--- config.mk ---
export PLATFORM = sky130hd
export DESIGN_NAME = eq_serial_ctrl_flat
export DESIGN_NICKNAME = d
export VERILOG_FILES = /design/src/rtl/eq_serial_ctrl_if.sv /design/src/rtl/eq_serial_ctrl.sv /design/src/flat_wrapper.sv
export SDC_FILE = /design/constraint.sdc
export NUM_CORES = 1
export LEC_CHECK = 0
export ABC_AREA = 1
export BUFFER_PORTS_ARGS = -buffer_cell sky130_fd_sc_hd__buf_2
export CAP_MARGIN = 20
export CORE_UTILIZATION = 55
export CTS_BUF_LIST = sky130_fd_sc_hd__clkbuf_4 sky130_fd_sc_hd__clkbuf_8
export CTS_CLUSTER_SIZE = 30
export DETAILED_ROUTE_END_ITERATION = 8
export PLACE_DENSITY = 0.77
export SLEW_MARGIN = 5
export SYNTH_ARGS = -nofsm -noshare
export SYNTH_HDL_FRONTEND = slang
export SYNTH_SLANG_ARGS = --single-unit
--- constraint.sdc ---
create_clock -name clk -period 1.4 [get_ports clk]
set_input_delay 0.21 -clock clk [delete_from_list [all_inputs] [get_ports clk]]
set_output_delay 0.21 -clock clk [all_outputs]
set_load 0.02 [all_outputs]
--- src/rtl/eq_serial_ctrl_if.sv ---
// Handshake and result bundle for the bit-serial equality controller.
// The master drives the request; the slave returns status and result.
interface eq_serial_ctrl_if #(
  parameter int W  = 8,
  parameter int IW = 3
);
  logic          start;
  logic [W-1:0]  a;
  logic [W-1:0]  b;
  logic          ready;
  logic          done_tick;
  logic          eq;
  logic [IW-1:0] mis_idx;

  modport master (
    output start, a, b,
    input  ready, done_tick, eq, mis_idx
  );

  modport slave (
    input  start, a, b,
    output ready, done_tick, eq, mis_idx
  );
endinterface

--- src/rtl/eq_serial_ctrl.sv ---
// Bit-serial word-equality controller: one shared 1-bit equality cell walks
// the captured operands LSB-first, one bit per clock.
module eq_serial_ctrl #(
  parameter int W     = 8,
  parameter int IW    = 3,
  parameter int EARLY = 1
) (
  input  logic             clk,
  input  logic             reset,
  eq_serial_ctrl_if.slave  bus
);

  typedef enum logic [1:0] {
    S_IDLE = 2'd0,
    S_OP   = 2'd1,
    S_DONE = 2'd2
  } state_t;

  state_t        state_q, state_d;
  logic [W-1:0]  a_q, b_q;
  logic [IW-1:0] n_q;
  logic          acc_q;
  logic          seen_q;
  logic [IW-1:0] idx_q;
  logic          eq_q;
  logic [IW-1:0] mis_idx_q;

  logic          bit_eq;
  logic          acc_final;
  logic [IW-1:0] idx_final;
  logic          last_bit;
  logic          finish;
  logic          ready_d;
  logic          done_d;

  // The single shared comparator cell.
  assign bit_eq    = (~a_q[0] & ~b_q[0]) | (a_q[0] & b_q[0]);
  assign acc_final = acc_q & bit_eq;
  // A mismatch in the current cycle is the lowest one only if none was seen yet.
  assign idx_final = seen_q ? idx_q : n_q;
  assign last_bit  = (n_q == IW'(W - 1));
  assign finish    = last_bit || ((EARLY != 0) && !bit_eq);

  always_comb begin
    state_d = state_q;
    ready_d = 1'b0;
    done_d  = 1'b0;
    case (state_q)
      S_IDLE: begin
        ready_d = 1'b1;
        if (bus.start) state_d = S_OP;
      end
      S_OP: begin
        if (finish) state_d = S_DONE;
      end
      S_DONE: begin
        done_d  = 1'b1;
        state_d = S_IDLE;
      end
      default: state_d = S_IDLE;
    endcase
  end

  always_ff @(posedge clk) begin
    if (reset) begin
      state_q   <= S_IDLE;
      a_q       <= '0;
      b_q       <= '0;
      n_q       <= '0;
      acc_q     <= 1'b0;
      seen_q    <= 1'b0;
      idx_q     <= '0;
      eq_q      <= 1'b0;
      mis_idx_q <= '0;
    end else begin
      state_q <= state_d;
      case (state_q)
        S_IDLE: begin
          if (bus.start) begin
            a_q    <= bus.a;
            b_q    <= bus.b;
            n_q    <= '0;
            acc_q  <= 1'b1;
            seen_q <= 1'b0;
          end
        end
        S_OP: begin
          acc_q <= acc_final;
          a_q   <= {1'b0, a_q[W-1:1]};
          b_q   <= {1'b0, b_q[W-1:1]};
          if (!last_bit) n_q <= n_q + 1'b1;
          if (!bit_eq && !seen_q) begin
            idx_q  <= n_q;
            seen_q <= 1'b1;
          end
          // Result registers are loaded on the transition into done.
          if (finish) begin
            eq_q      <= acc_final;
            mis_idx_q <= acc_final ? '0 : idx_final;
          end
        end
        default: ;
      endcase
    end
  end

  assign bus.ready     = ready_d;
  assign bus.done_tick = done_d;
  assign bus.eq        = eq_q;
  assign bus.mis_idx   = mis_idx_q;

endmodule

--- src/flat_wrapper.sv ---
// flat-port wrapper written by rule: the top's interface ports become plain ports
module eq_serial_ctrl_flat 
#(
  parameter int W     = 8,
  parameter int IW    = 3,
  parameter int EARLY = 1
)
  (clk, reset, bus_start, bus_a, bus_b, bus_ready, bus_done_tick, bus_eq, bus_mis_idx);
  eq_serial_ctrl_if #(.W(W), .IW(IW)) bus_i ();
  input  logic clk;
  input  logic reset;
  input wire logic [$bits(bus_i.start)-1:0] bus_start;
  input wire logic [$bits(bus_i.a)-1:0] bus_a;
  input wire logic [$bits(bus_i.b)-1:0] bus_b;
  output wire logic [$bits(bus_i.ready)-1:0] bus_ready;
  output wire logic [$bits(bus_i.done_tick)-1:0] bus_done_tick;
  output wire logic [$bits(bus_i.eq)-1:0] bus_eq;
  output wire logic [$bits(bus_i.mis_idx)-1:0] bus_mis_idx;
  assign bus_i.start = bus_start;
  assign bus_i.a = bus_a;
  assign bus_i.b = bus_b;
  assign bus_ready = bus_i.ready;
  assign bus_done_tick = bus_i.done_tick;
  assign bus_eq = bus_i.eq;
  assign bus_mis_idx = bus_i.mis_idx;
  eq_serial_ctrl #(.W(W), .IW(IW), .EARLY(EARLY)) u_core (.clk(clk), .reset(reset), .bus(bus_i));
endmodule
==> results of run 1 <==
==> registers in the layout (all words and copies together) (netlist names), 2 cells and up <==
register and count:
u_core.b_q 8, u_core.a_q 8, u_core.state_q 2, u_core.idx_q 3, u_core.bus.mis_idx 3, u_core.n_q 3
==> per-layer routing <==
metal  track usage (%)  wire (um)
met3             9.565        165
met5                 0          0
met2             36.92       1128
met4             7.895         36
met1             29.25       1352
==> cell families after synthesis <==
logic type               after synthesis  share of synthesized area (%)
buffers and inverters                 19                          6.372
adder cells (fa/ha/maj)                2                          1.770
flip-flops                            30                          42.48
AND/OR/NAND/NOR                      142                          40.53
AO/OA/AOI/OAI                         25                          8.850
==> metrics by stage <==
stage	std cells	area [sq um]
global route	277	1627
finish	277	1627
floorplan	218	1414
CTS	277	1627
detailed placement	269	1563
global placement	269	1563
==> layout make-up <==
cell class / instances / area, sq um / area share [%]
Multi-Input combinational cell: 169 / 723.2 / 44.46
Sequential cell: 30 / 600.6 / 36.92
Timing Repair Buffer: 29 / 157.7 / 9.692
Clock buffer: 7 / 58.81 / 3.615
Inverter: 11 / 43.79 / 2.692
Tap cell: 30 / 37.54 / 2.308
Clock inverter: 1 / 5.005 / 0.3077
==> worst min path at each step <==
stage | endpoint | slack (ns) | depth (start not counted)
global placement | u_core.idx_q[1]$_SDFFE_PP0P_ | 0.45 | 2
floorplan | u_core.a_q[7]$_SDFFE_PP0P_ | 0.36 | 2
detailed placement | u_core.idx_q[2]$_SDFFE_PP0P_ | 0.46 | 2
finish | u_core.a_q[7]$_SDFFE_PP0P_ | 0.13 | 3
CTS | u_core.a_q[7]$_SDFFE_PP0P_ | 0.13 | 3
global route | u_core.b_q[7]$_SDFFE_PP0P_ | 0.12 | 3
==> critical path: stages (launching register included) <==
cell,delay (ns)
dfxtp_1,0.34
ha_1,0.20
ha_1,0.21
nor2_2,0.20
nor2_1,0.10
nor2_1,0.09
nor2_1,0.04
==> cell usage in the layout (no fill, tap or decap), drive strengths merged <==
| master | count |
|---|---|
| inv | 11 |
| nor2 | 47 |
| nand3b | 1 |
| nand2 | 91 |
| nand3 | 3 |
| dfxtp | 30 |
| o21ai | 16 |
| clkinv | 1 |
| a21oi | 9 |
| clkbuf | 7 |
| ha | 2 |
| buf | 29 |
==> power groups by stage <==
stage,Combinational (mW),Clock (mW),Sequential (mW)
final,0.442,0.542,0.991
after global placement,0.436,0,1.01
after floorplan,0.332,0,1.01
after detailed placement,0.443,0,1.01
after CTS,0.447,0.552,0.991
after global routing,0.515,0.607,1.00
==> synthesized netlist by cell type <==
cell type  count
o21ai_0       12
o21ai_1        4
nor2_2         3
inv_4          1
nor2_4         1
nand2_2        4
nor2_1        43
buf_4          4
dfxtp_1       30
a21oi_1        9
ha_1           2
clkbuf_1       3
nand2_1       86
inv_1          8
nand3b_1       1
inv_2          2
nand2_4        1
buf_2          1
nand3_1        3
==> results.sh, run 1 <==
export IMPL_status="finished, final reports clean"
export IMPL_ios=25
export IMPL_drtIter0Drc=29
export IMPL_rrSetupSlack_ns=0.11
export IMPL_total_power_mw=1.975
export IMPL_netlist_area_sq_um=1414
export IMPL_drc=0
export IMPL_dieArea_sq_um=2777
export IMPL_crit_start="u_core.n_q[0]$_SDFFE_PP0P_"
export IMPL_vias_per_cell=4.812
export IMPL_fin_util_pct=66.26
export IMPL_antenna_cells=0
export IMPL_ys_ff_latch=30
export IMPL_rows=18
export IMPL_finalMaxSlewViolations=0
export IMPL_regToRegStartpoint="u_core.n_q[0]$_SDFFE_PP0P_"
export IMPL_setup_violations=0
export IMPL_wire_per_inst_um=9.690
export IMPL_grt_pass1_vias=1109
export IMPL_endpoint="u_core.n_q[0]$_SDFFE_PP0P_"
export IMPL_place_gp_congestion=0.8523
export IMPL_cts_tree="yes"
export IMPL_p_switching_mw=0.6140
export IMPL_synthesis_nets=239
export IMPL_tightest_slew_ns=0.2987
export IMPL_clkSinkCount=30
export IMPL_port_buffers=24
export IMPL_netlist_top_cells_area="dfxtp_1, nand2_1, nor2_1"
export IMPL_antenna_left=0
export IMPL_fmax_ghz=0.7764
export IMPL_syn_avg_cell_area_sq_um=6.486
export IMPL_yosysTopAreaCellShare_pct=42.48
export IMPL_max_slew_margin_pct=80.07
export IMPL_hold_start="bus_a[7]"
export IMPL_cts_path_max_buffers=2
export IMPL_grt_pass1_wl_mm=4.657
export IMPL_tns_ns=0
export IMPL_place_ws_ns=0.1353
export IMPL_period_share_pct=92.00
export IMPL_initial_core_util_pct=57.59
export IMPL_switching_share_pct=31.09
export IMPL_cap_violations=0
export IMPL_antenna_found_initial=0
export IMPL_fill_cells=243
export IMPL_netlist_instances=218
export IMPL_drt_pass1_iter_count=4
export IMPL_cts_root_buf="clkbuf_4"
export IMPL_leakage_nw=0.8188
export IMPL_clkLatencyLatePin_ns=0.33
export IMPL_critPathLaunchType="register"
export IMPL_grt_use_total_pct=23.67
export IMPL_routed_wl_mm=2.684
export IMPL_seqPwrFrac_pct=50.2
export IMPL_arrival_ns=1.52
export IMPL_p_clk_share_pct=27.4
export IMPL_hp_class="in -> reg"
export IMPL_post_dp_hpwl_mm=1.862
export IMPL_skew_ns=0.008103
export IMPL_end_kind="register"
export IMPL_crit_type="reg -> reg"
export IMPL_vias=1333
export IMPL_regToRegEndpoint="u_core.n_q[0]$_SDFFE_PP0P_"
export IMPL_cts_resized=0
export IMPL_drive_gt1_share_pct=19.84
export IMPL_cp_max_fo=5
export IMPL_synth_cell_type_count=19
export IMPL_htree_levels=2
export IMPL_hold_slack_ns=0.1258
export IMPL_fin_crit_ns=1.288
export IMPL_p_int_mw=1.361
export IMPL_die_width_um=52.70
export IMPL_ir_drop_v=0.0008653
export IMPL_yosysWarnings=0
export IMPL_numCtsBuffers=5
export IMPL_yosysSeqAreaShare_pct=42.48
export IMPL_fin_ws_ns=0.1120
export IMPL_comb_power_share_pct=22.4
export IMPL_power_density_nw_per_um2=1214
export IMPL_syn2layout_area_growth_pct=15.04
export IMPL_reg2regPathDepth=6
export IMPL_postCtsSetupBuffers=0
export IMPL_rsz0062_at_grt="no"
export IMPL_grt_max_degree=21
export IMPL_yosysTopAreaCell="dfxtp_1"
export IMPL_die_h_um=52.70
export IMPL_core_sq_um=2455
export IMPL_clk_pin_slew_worst_paths_ns=0.09
export IMPL_grt_ovfl_total=0
export IMPL_fin_nets=267
export IMPL_cts_hold_buf=0
export IMPL_worstPathRequired_ns=1.63
export IMPL_hold_viol=0
Note: power is estimated with default switching activity, not from simulation.
==> run 2: changes to the inputs <==
- clock period: 1.4 -> 1.2 ns (I/O delays scaled with it)
==> run 2 against run 1 <==
  * Clock skew is 0.0028 ns lower
  * Highest routed layer unchanged
  * Register-to-register slack got worse by 0.08 ns
  * Clock power grew 18%
==> results.sh, run 2 (synthesis gave the netlist of run 1 again) <==
export IMPL_cts_tree="yes"
export IMPL_period_share_pct=99.11
export IMPL_core_sq_um=2455
export IMPL_antenna_left=0
export IMPL_cts_hold_buf=0
export IMPL_fin_util_pct=72.68
export IMPL_grt_use_total_pct=24.49
export IMPL_numCtsBuffers=5
export IMPL_worstPathRequired_ns=1.02
export IMPL_crit_type="reg -> out"
export IMPL_ios=25
export IMPL_grt_pass1_vias=1152
export IMPL_cpPeakStageDelay_ns=0.39
export IMPL_port_buffers=24
export IMPL_grt_max_degree=17
export IMPL_clkLatencyLatePin_ns=0.33
export IMPL_clkSinkCount=30
export IMPL_rows=18
export IMPL_leakage_nw=0.8638
export IMPL_fmax_ghz=0.8408
export IMPL_dieArea_sq_um=2777
export IMPL_cts_path_max_buffers=2
export IMPL_crit_chain="inv_2 -> nor2_2 -> buf_4"
export IMPL_drt_pass1_iter_count=4
export IMPL_clk_pin_slew_worst_paths_ns=0.09
export IMPL_grt_pass1_wl_mm=4.871
export IMPL_reg_top3="u_core.a_q: 8 flops, u_core.b_q: 8 flops"
export IMPL_stdcell_count=284
export IMPL_wire_per_inst_um=10.61
export IMPL_antenna_cells=0
export IMPL_drc=0
export IMPL_end_kind="primary output"
export IMPL_hold_slack_ns=0.09313
export IMPL_cap_violations=0
export IMPL_hp_class="in -> reg"
export IMPL_finalMaxSlewViolations=0
export IMPL_final_cell_mix="nand2_1, nor2_1, dfxtp_1"
export IMPL_tightest_slew_ns=0.2200
export IMPL_syn2layout_area_growth_pct=26.19
export IMPL_rsz0062_at_grt="yes"
export IMPL_design_area_sq_um=1784
export IMPL_power_density_nw_per_um2=1353
export IMPL_cts_root_buf="clkbuf_4"
export IMPL_cp_top_family="flip-flops"
export IMPL_drive_gt1_share_pct=26.38
export IMPL_setup_violations=0
export IMPL_hold_viol=0
export IMPL_fill_cells=213
export IMPL_status="finished, final reports clean"
export IMPL_die_width_um=52.70
export IMPL_fin_nets=274
export IMPL_initial_core_util_pct=57.59
export IMPL_critPathLaunchType="register"
export IMPL_drtIter0Drc=18
export IMPL_max_slew_margin_pct=85.32
export IMPL_fin_crit_ns=1.189
export IMPL_dpl_cell_area_sq_um=1633
export IMPL_cp_max_fo=3
export IMPL_post_dp_hpwl_mm=2.129
export IMPL_antenna_found_initial=0
export IMPL_htree_levels=2
export IMPL_total_power_mw=2.415
export IMPL_arrival_ns=1.01
export IMPL_routed_wl_mm=3.012
export IMPL_crit_path_top_delay_cell="dfxtp_4"
export IMPL_dp_cells=276
export IMPL_vias_per_cell=4.912
export IMPL_ir_drop_v=0.001151
export IMPL_crit_buf_inv=2
export IMPL_skew_ns=0.005309
export IMPL_vias=1395
export IMPL_place_gp_congestion=0.8507
export IMPL_final_common_cell="nand2_1"
export IMPL_die_h_um=52.70
export IMPL_grt_ovfl_total=0
[run 2: changes by cell type in the layout (fill, tap and decap cells not counted), sizes merged]
cell  change
buf       +7
[run 2: timing repair]
item	4_1_cts	5_1_grt
gates resized for setup	10	14
buffers inserted	0	0
endpoints found under the setup margin	7	28
pin swaps	3	2
[run 2: worst register-to-register path, delay by kind of cell (launching register included)]
family                     cells  cell delay, ns
DFF                            1            0.35
and+or+nand+nor                5            0.40
adders and majority gates      2            0.32
[run 2: worst paths after layout]
path / to / slack (ns) / startpoint / cells after the start
max: bus_done_tick / 0.01 / u_core.state_q[1]$_SDFFE_PP0P_ / 3
min reg2reg: u_core.b_q[7]$_SDFFE_PP0P_ / 0.47 / u_core.b_q[7]$_SDFFE_PP0P_ / 2
max reg2reg: u_core.bus.eq$_SDFFE_PP0P_ / 0.03 / u_core.n_q[0]$_SDFFE_PP0P_ / 7
min: u_core.b_q[7]$_SDFFE_PP0P_ / 0.09 / bus_b[7] / 3
[run 2: power by group]
| group | switching, mW | total [mW] | internal (mW) |
|---|---|---|---|
| combinational | 0.369 | 0.611 | 0.243 |
| clock | 0.335 | 0.641 | 0.306 |
| sequential | 0.0645 | 1.16 | 1.10 |
[run 2: area by class of cell]
type / instances / area [sq um] / area share [%]
tap: 30 / 37.54 / 2.104
sequential: 30 / 608.1 / 34.08
clock buffer: 7 / 58.81 / 3.296
clock inverter: 1 / 5.005 / 0.2805
multi-input combinational: 169 / 789.5 / 44.25
inverter: 11 / 46.29 / 2.595
timing repair buffer: 36 / 239.0 / 13.39
[run 2: per-stage QoR]
step / setup TNS [ns] / worst slack, ns
floorplan: 0 / 0.01921
global placement: -0.003328 / -0.003328
detailed placement: -0.07975 / -0.03532
CTS: 0 / 0.008582
global route: -0.3942 / -0.04609
finish: 0 / 0.01065
[run 2: routing by layer]
metal  wire length (um)  GRT usage (%)  part of all wire, %  vias up
met5                  0              0                    0        -
met4                 54          9.211                  1.8        0
met3                118          8.696                  3.9        6
met2               1373          38.82                   46       30
met1               1466          30.09                   49      616
li1                   -              -                    -      743
